File: src/rtl/dec_pkg.sv
// Shared types and helpers for the streaming 2-to-4 decoder.
package dec_pkg;

  localparam int CODE_W   = 2;
  localparam int ONEHOT_W = 4;

  // FIFO occupancy doubles as the FSM state
  typedef enum logic [1:0] {
    EMPTY = 2'd0,
    ONE   = 2'd1,
    FULL  = 2'd2
  } state_e;

  function automatic logic [ONEHOT_W-1:0] bin2onehot(input logic [CODE_W-1:0] y);
    return ONEHOT_W'(1) << y;
  endfunction

endpackage

File: src/rtl/onehot_dec_2x4.sv
// Combinational decode of a validated 2-bit code into a one-hot nibble.
module onehot_dec_2x4
  import dec_pkg::*;
(
  input  logic                v,
  input  logic [CODE_W-1:0]   y,
  output logic [ONEHOT_W-1:0] d,
  output logic                nv
);

  assign d  = v ? bin2onehot(y) : '0;
  assign nv = ~v;

endmodule

File: src/rtl/decoder_2x4_stream.sv
// Valid/ready 2-to-4 decoder with a 2-entry output FIFO and a saturating
// counter of codes received without their validation bit.
module decoder_2x4_stream
  import dec_pkg::*;
#(
  parameter int CNT_W = 8
)
(
  input  logic                clk,
  input  logic                rst,
  input  logic                in_valid,
  output logic                in_ready,
  input  logic                in_v,
  input  logic [CODE_W-1:0]   in_y,
  output logic                out_valid,
  input  logic                out_ready,
  output logic [ONEHOT_W-1:0] out_d,
  output logic                out_nv,
  output logic [CNT_W-1:0]    inv_cnt
);

  localparam int WORD_W = ONEHOT_W + 1;

  state_e              state_q;
  logic                in_ready_q;
  logic                out_valid_q;
  logic                wr_ptr_q;
  logic                rd_ptr_q;
  logic [WORD_W-1:0]   mem_q [2];
  logic [CNT_W-1:0]    inv_cnt_q;
  logic [ONEHOT_W-1:0] dec_d;
  logic                dec_nv;
  logic                push;
  logic                pop;

  onehot_dec_2x4 u_dec (
    .v  (in_v),
    .y  (in_y),
    .d  (dec_d),
    .nv (dec_nv)
  );

  assign push = in_valid && in_ready_q;
  assign pop  = out_valid_q && out_ready;

  // Handshake flags are registered alongside the state so in_ready never sees out_ready
  always_ff @(posedge clk) begin
    if (rst) begin
      state_q     <= EMPTY;
      in_ready_q  <= 1'b1;
      out_valid_q <= 1'b0;
    end else begin
      case (state_q)
        EMPTY: begin
          if (push) begin
            state_q     <= ONE;
            out_valid_q <= 1'b1;
          end
        end
        ONE: begin
          if (push && !pop) begin
            state_q    <= FULL;
            in_ready_q <= 1'b0;
          end else if (!push && pop) begin
            state_q     <= EMPTY;
            out_valid_q <= 1'b0;
          end
        end
        FULL: begin
          if (pop) begin
            state_q    <= ONE;
            in_ready_q <= 1'b1;
          end
        end
        default: begin
          state_q     <= EMPTY;
          in_ready_q  <= 1'b1;
          out_valid_q <= 1'b0;
        end
      endcase
    end
  end

  always_ff @(posedge clk) begin
    if (rst) begin
      wr_ptr_q  <= 1'b0;
      rd_ptr_q  <= 1'b0;
      inv_cnt_q <= '0;
    end else begin
      if (push) wr_ptr_q <= ~wr_ptr_q;
      if (pop)  rd_ptr_q <= ~rd_ptr_q;
      if (push && dec_nv && (inv_cnt_q != {CNT_W{1'b1}}))
        inv_cnt_q <= inv_cnt_q + CNT_W'(1);
    end
  end

  // Storage carries no reset; the output mux below masks it while empty
  always_ff @(posedge clk) begin
    if (push && !rst) mem_q[wr_ptr_q] <= {dec_nv, dec_d};
  end

  assign in_ready  = in_ready_q;
  assign out_valid = out_valid_q;
  assign out_d     = out_valid_q ? mem_q[rd_ptr_q][ONEHOT_W-1:0] : '0;
  assign out_nv    = out_valid_q ? mem_q[rd_ptr_q][ONEHOT_W]     : 1'b0;
  assign inv_cnt   = inv_cnt_q;

endmodule
File: config.mk
export PLATFORM = sky130hd
export DESIGN_NAME = decoder_2x4_stream
export DESIGN_NICKNAME = d
export VERILOG_FILES = /design/src/rtl/dec_pkg.sv /design/src/rtl/onehot_dec_2x4.sv /design/src/rtl/decoder_2x4_stream.sv
export SDC_FILE = /design/constraint.sdc
export NUM_CORES = 1
export LEC_CHECK = 0
export ABC_AREA = 1
export BUFFER_PORTS_ARGS = -buffer_cell sky130_fd_sc_hd__buf_2
export CORE_ASPECT_RATIO = 0.8
export CORE_MARGIN = 1.5
export CORE_UTILIZATION = 54
export DETAILED_ROUTE_END_ITERATION = 16
export PLACE_DENSITY = 0.78
export SYNTH_ARGS = -nofsm -noshare
export SYNTH_HDL_FRONTEND = slang
export SYNTH_SLANG_ARGS = --single-unit
File: constraint.sdc
create_clock -name clk -period 1.55 [get_ports clk]
set_input_delay 0.31 -clock clk [delete_from_list [all_inputs] [get_ports clk]]
set_output_delay 0.31 -clock clk [all_outputs]
set_load 0.01 [all_outputs]
==> flow_metrics.py, run 1 <==
metrics = {
    "synth": {
        "yosysSeqAreaShare": 0.492,
        "synth_area_per_cell_um2": 8.19,
        "synth-compound-area-share": 0.0697,
        "yosysTopAreaCell": "dfxtp_1",
        "synth_edf_count": 10,
        "yosysTopAreaCellShare": 0.246,
        "synthCells": 149,
        "ys_seq_elements": 25,
        "ys_types": 19,
        "synth_top_family_by_area": "simple AND/OR/NAND/NOR gates",
        "synth_nets": 159,
        "synthSimpleGateAreaFrac": 0.326,
        "ys.flop_type": "dfxtp_1",
        "ys_top_cells_by_count": "nor2_1, nand2_1, inv_1, dfxtp_1, nand3_1",
        "synth_adder_area_share": 0.0308,
        "synth.most_common_cell": "nor2_1",
        "synth-xor-area-share": 0.0215,
        "ys_top_cells_by_area": "dfxtp_1, edfxtp_1, nor2_1",
        "synthMuxAreaShare": 0,
        "yosysWarnings": 0,
        "async_reset_ff_frac": 0,
        "netlist_area_mm2": 0.00122,
    },
    "die": {
        "rows": 15,
        "die_w_um": 56.1,
        "start_util": 0.570,
        "die_y_um": 45.5,
        "coreArea_mm2": 0.00214,
        "num_io_pins": 22,
        "fp.dieArea_mm2": 0.00255,
    },
    "detailed_routing": {
        "via_count": 1040,
        "ant_nets": 0,
        "post_drt_via_cell_ratio": 5.17,
        "routedWlPerCell_um": 11.5,
        "dr.pass1.iters": 4,
        "drtIter0Drc": 19,
        "drc_errors": 0,
        "drt_wl_total_mm": 2.30,
    },
    "clocking": {
        "cts-htree-levels": 1,
        "clk_pin_slew_ns": 0.13,
        "insertion_delay_ns": 0.31,
        "clock_sinks": 25,
        "clockBufferDepth": 2,
        "cts_tree": "built",
        "cts_setup_buffers": 0,
        "root_buffer": "clkbuf_4",
        "ctsHoldBuffers": 0,
        "cts_resized": 0,
        "numCtsBuffers": 3,
    },
    "layout": {
        "utilization": 0.656,
        "fin_nets": 187,
        "drive_above_1_share": 0.239,
        "stdcell_count": 201,
        "fill_cells": 193,
        "antenna_cells": 0,
        "area_delta_synth_final_pct": 15.1,
    },
    "setup_path": {
        "crit_required_ns": 1.24,
        "path_max_fanout": 7,
        "start_kind": "flop",
        "criticalPathCategory": "flop to output port",
        "cp_slowest_cell": "dfxtp_2",
        "cp-end-kind": "output port",
        "critPathBufInv": 2,
        "cp_cell_sequence": "buf_4, o21ai_0, nor2_1, buf_2",
        "max_stage_delay_ns": 0.36,
        "arrival_ns": 1.13,
        "critPathTopFamily": "flip-flops",
    },
    "grt": {
        "grt_max_degree": 15,
        "grt.overflow.total": 0,
        "grt_pass1_vias": 899,
        "antenna_found_initial": 0,
        "track_usage": 0.194,
        "grt_pass1_wl_mm": 3.76,
    },
    "sta": {
        "hold_viol": 0,
        "tightestPinTransition_ns": 0.423,
        "max_clock_freq_mhz": 697,
        "tns_ns": 0,
        "fin_crit_sh": 0.926,
        "layout_min_cycle_time_ns": 1.44,
        "final.setup.worst_slack_ns": 0.115,
        "rsz0062_at_grt": "no",
        "slew_headroom": 0.717,
        "fin_skew_ns": 0.00135,
        "slew_viol_final": 0,
        "setup_viol": 0,
        "hold-worst-slack_ns": 0.233,
    },
    "power": {
        "p_comb_frac": 0.284,
        "power_density_mw_per_mm2": 1120,
        "internal-power_mw": 1.04,
        "switchingPower_mw": 0.530,
        "p_leak_nw": 0.656,
        "seqPwrFrac": 0.535,
        "p_sw_frac": 0.338,
        "ir_drop_v": 0.000861,
        "power.share.clock": 0.181,
    },
    "placed_design": {
        "pre_cts_slack_ns": 0.196,
        "place_inst": 197,
        "gp_congestion": 0.865,
        "numPortBuffers": 21,
        "dp_hpwl_mm": 1.84,
    },
    "run": {
        "max_cap_viol_count": 0,
    },
    "hold_path": {
        "min_path_type": "input port to flop",
    },
    "run_status": {
        "status": "complete, no violations",
    },
}
power by group through the flow:
| stage | registers [mW] | clock network, mW | logic [mW] |
|---|---|---|---|
| floorplan | 0.854 | 0 | 0.290 |
| global placement | 0.848 | 0 | 0.434 |
| detailed placement | 0.851 | 0 | 0.448 |
| CTS | 0.835 | 0.296 | 0.450 |
| global route | 0.850 | 0.324 | 0.507 |
| finish | 0.839 | 0.284 | 0.445 |
final timing paths:
check / from / endpoint / slack, ns / cells after the start
max: out_valid$_SDFFE_PP0P_ / out_nv / 0.11 / 4
min: rst / inv_cnt[1]$_SDFFE_PP0P_ / 0.23 / 2
max reg2reg: in_ready$_SDFFE_PP1P_ / mem_q[1][0]$_DFFE_PP_ / 0.24 / 4
min reg2reg: state_q[0]$_SDFFE_PP0P_ / state_q[0]$_SDFFE_PP0P_ / 0.50 / 1
kinds of logic (layout without fill, tap and decap cells):
group | count (synthesis) | after routing
and+or+nand+nor | 82 | 82
DFF | 25 | 25
buffers and inverters | 19 | 46
AOI/OAI and AO/OA | 17 | 17
adders and majority gates | 3 | 3
xor gates and xnor gates | 3 | 3
metrics by stage:
step                      power (mW)  cell area [µm²]
final                           1.57             1400
after CTS                       1.58             1400
after floorplan                 1.14             1220
after global routing            1.68             1400
after global placement          1.28             1370
after detailed placement        1.30             1370
registers in the layout (all words and copies together), names as in the netlist, named ones only:
name and flops:
state_q 2, inv_cnt 8, in_ready 1, rd_ptr_q 1
wr_ptr_q 1, out_valid 1, mem_q 10
cell type report:
cell class,instances,area (µm²),share of cell area
inverters,18,67.6,0.0481
repair buffers,24,128,0.0909
clock inverters,1,5.00,0.00357
clock buffers,3,22.5,0.0160
well taps,25,31.3,0.0223
multi-input cells,105,547,0.389
flip-flops and latches,25,603,0.430
routing by layer:
layer	wire length, µm	track usage	up-vias
li1	-	-	539
met1	1040	0.231	472
met2	1110	0.353	23
met3	119	0.0511	6
met4	34	0.0571	0
met5	0	0	-
layout by cell type, fill, tap and decap left out, types with 3 or more instances in the layout:
| cell type | count |
|---|---|
| nor3_1 | 5 |
| edfxtp_1 | 10 |
| o21ai_0 | 9 |
| nand3_1 | 13 |
| ha_1 | 3 |
| xor2_1 | 3 |
| a21oi_1 | 8 |
| buf_4 | 3 |
| nand2_2 | 4 |
| inv_1 | 16 |
| nor2_1 | 27 |
| dfxtp_1 | 13 |
| clkbuf_4 | 3 |
| nand2_1 | 25 |
| buf_2 | 21 |
No activity file was read; power rests on OpenSTA's default activity.
==> run 2, diff against run 1 <==
--- a/config.mk
+++ b/config.mk
@@ -11,6 +11,7 @@
 export CORE_MARGIN = 1.5
 export CORE_UTILIZATION = 54
 export DETAILED_ROUTE_END_ITERATION = 16
+export GPL_TIMING_DRIVEN = 0
 export PLACE_DENSITY = 0.78
 export SYNTH_ARGS = -nofsm -noshare
 export SYNTH_HDL_FRONTEND = slang
==> run 2 against run 1 <==
Clock power rose by 2%. Cell count is 1.0% lower. Sequential cell count unchanged. Clock-buffer cell count unchanged. Hold slack improved by 0.0053 ns. Clock skew is 0.0070 ns higher. Critical endpoint is now out_d[3]. Power is 0.17% lower. Non-clock buffer count fell by 2. Wire length up 1.9%. Global-route usage shrank 0.58 points. Via count shrank 0.29%. Core utilization shrank 0.47 points.
==> flow_metrics.py, run 2 (synthesis results as in run 1) <==
metrics = {
    "run_status": {
        "status": "complete, no violations",
    },
    "detailed_routing": {
        "drt_wl_total_mm": 2.35,
        "ant_nets": 0,
        "via_count": 1037,
        "dr.pass1.iters": 4,
        "post_drt_via_cell_ratio": 5.21,
        "routedWlPerCell_um": 11.8,
        "drc_errors": 0,
        "drtIter0Drc": 37,
    },
    "die": {
        "die_y_um": 45.5,
        "num_io_pins": 22,
        "start_util": 0.570,
        "rows": 15,
        "die_w_um": 56.1,
        "coreArea_mm2": 0.00214,
        "fp.dieArea_mm2": 0.00255,
    },
    "setup_path": {
        "timing.rr.start": "in_ready$_SDFFE_PP1P_",
        "r2r-end": "state_q[1]$_SDFFE_PP0P_",
        "crit_required_ns": 1.24,
        "criticalPathCategory": "flop to output port",
        "start_kind": "flop",
        "path_max_fanout": 6,
        "cp-end-kind": "output port",
        "crit_path_end": "out_d[3]",
        "ff2ff_path_depth": 7,
        "rrSetupSlack_ns": 0.15,
        "arrival_ns": 1.15,
    },
    "layout": {
        "layout_common_cells": "nor2_1, nand2_1, buf_2",
        "stdcell_count": 199,
        "top_register": "mem_q",
        "largest_reg_flops": 10,
        "drive_above_1_share": 0.241,
        "fill_cells": 198,
        "area_delta_synth_final_pct": 14.3,
        "antenna_cells": 0,
        "stdcell_area_mm2": 0.00139,
        "fin_nets": 185,
    },
    "power": {
        "ir_drop_v": 0.000894,
        "p_leak_nw": 0.641,
        "power_density_mw_per_mm2": 1120,
    },
    "sta": {
        "fin_crit_sh": 0.939,
        "slew_headroom": 0.815,
        "slew_viol_final": 0,
        "layout_min_cycle_time_ns": 1.46,
        "fin_skew_ns": 0.00834,
        "hold-worst-slack_ns": 0.238,
        "rsz0062_at_grt": "no",
        "tns_ns": 0,
        "max_clock_freq_mhz": 687,
        "setup_viol": 0,
        "tightestPinTransition_ns": 0.275,
        "hold_viol": 0,
    },
    "placed_design": {
        "numPortBuffers": 21,
        "place_inst": 195,
        "dp_hpwl_mm": 1.78,
        "gp_congestion": 0.884,
        "place_area_mm2": 0.00136,
    },
    "grt": {
        "grt-busiest-layer": "met2",
        "grt.overflow.total": 0,
        "grtUsageMet3": 0.0511,
        "track_usage": 0.188,
        "grt_max_degree": 16,
        "grt_pass1_wl_mm": 3.70,
        "grt_pass1_vias": 885,
        "antenna_found_initial": 0,
        "use_met1": 0.238,
        "grt_use_met2": 0.336,
    },
    "hold_path": {
        "worstHoldStart": "rst",
        "min_path_type": "input port to flop",
    },
    "run": {
        "max_cap_viol_count": 0,
    },
    "clocking": {
        "insertion_delay_ns": 0.31,
        "root_buffer": "clkbuf_4",
        "clk_pin_slew_ns": 0.14,
        "clock_sinks": 25,
        "numCtsBuffers": 3,
        "clockBufferDepth": 2,
        "cts_tree": "built",
        "cts-htree-levels": 1,
        "cts_setup_buffers": 0,
    },
}
run 2: cell types whose count changed in the layout (fill, tap and decap cells not counted), sizes merged:
cell,previous run,this run
buf,24,22
clkinv,1,0
clkinvlp,0,1
run 2: how the worst min path moves through the flow:
stage | endpoint | cells after the start
global route | inv_cnt[2]$_SDFFE_PP0P_ | 2
CTS | inv_cnt[2]$_SDFFE_PP0P_ | 2
finish | inv_cnt[2]$_SDFFE_PP0P_ | 2
detailed placement | state_q[0]$_SDFFE_PP0P_ | 1
global placement | state_q[0]$_SDFFE_PP0P_ | 1
floorplan | inv_cnt[0]$_SDFFE_PP0P_ | 1
run 2: worst max-delay path, stage by stage, from the launching register on:
cell	delay, ns
dfxtp_2	0.40
inv_1	0.10
nor2_1	0.13
nor2_1	0.07
buf_2	0.14
run 2: repair_timing:
item / 4_1_cts / 5_1_grt
resized for setup: 1 / 3
setup endpoints to repair: 1 / 10
hold buffers: 0 / 0
pin swaps: 0 / 0
run 2: power breakdown:
group          switching (mW)  total, mW  internal, mW
combinational           0.265      0.423         0.158
clock                   0.192      0.291        0.0984
sequential             0.0850      0.853         0.768
run 2: cell type report:
cell class,count,area (µm²),share of cell area
clock buffer,3,22.5,0.0162
inverter,18,67.6,0.0485
timing repair buffer,21,105,0.0754
buffer,1,5.00,0.00359
multi-input combinational,105,552,0.396
tap,25,31.3,0.0224
clock inverter,1,7.51,0.00539
sequential,25,603,0.433
run 2: layer usage:
layer | part of all wire | vias up | wire length, µm
met5 | 0 | - | 0
met4 | 0.0060 | 0 | 14
met3 | 0.045 | 2 | 105
met2 | 0.49 | 27 | 1150
met1 | 0.46 | 471 | 1080
li1 | - | 537 | -
run 2: metrics by stage:
stage / setup WS (ns) / power [mW] / utilization
after floorplan: 0.238 / 1.14 / -
after global placement: 0.0679 / 1.26 / 0.634
after detailed placement: 0.0642 / 1.28 / 0.634
after CTS: 0.0279 / 1.58 / 0.649
after global routing: 0.0266 / 1.67 / 0.651
final: 0.0942 / 1.57 / 0.651
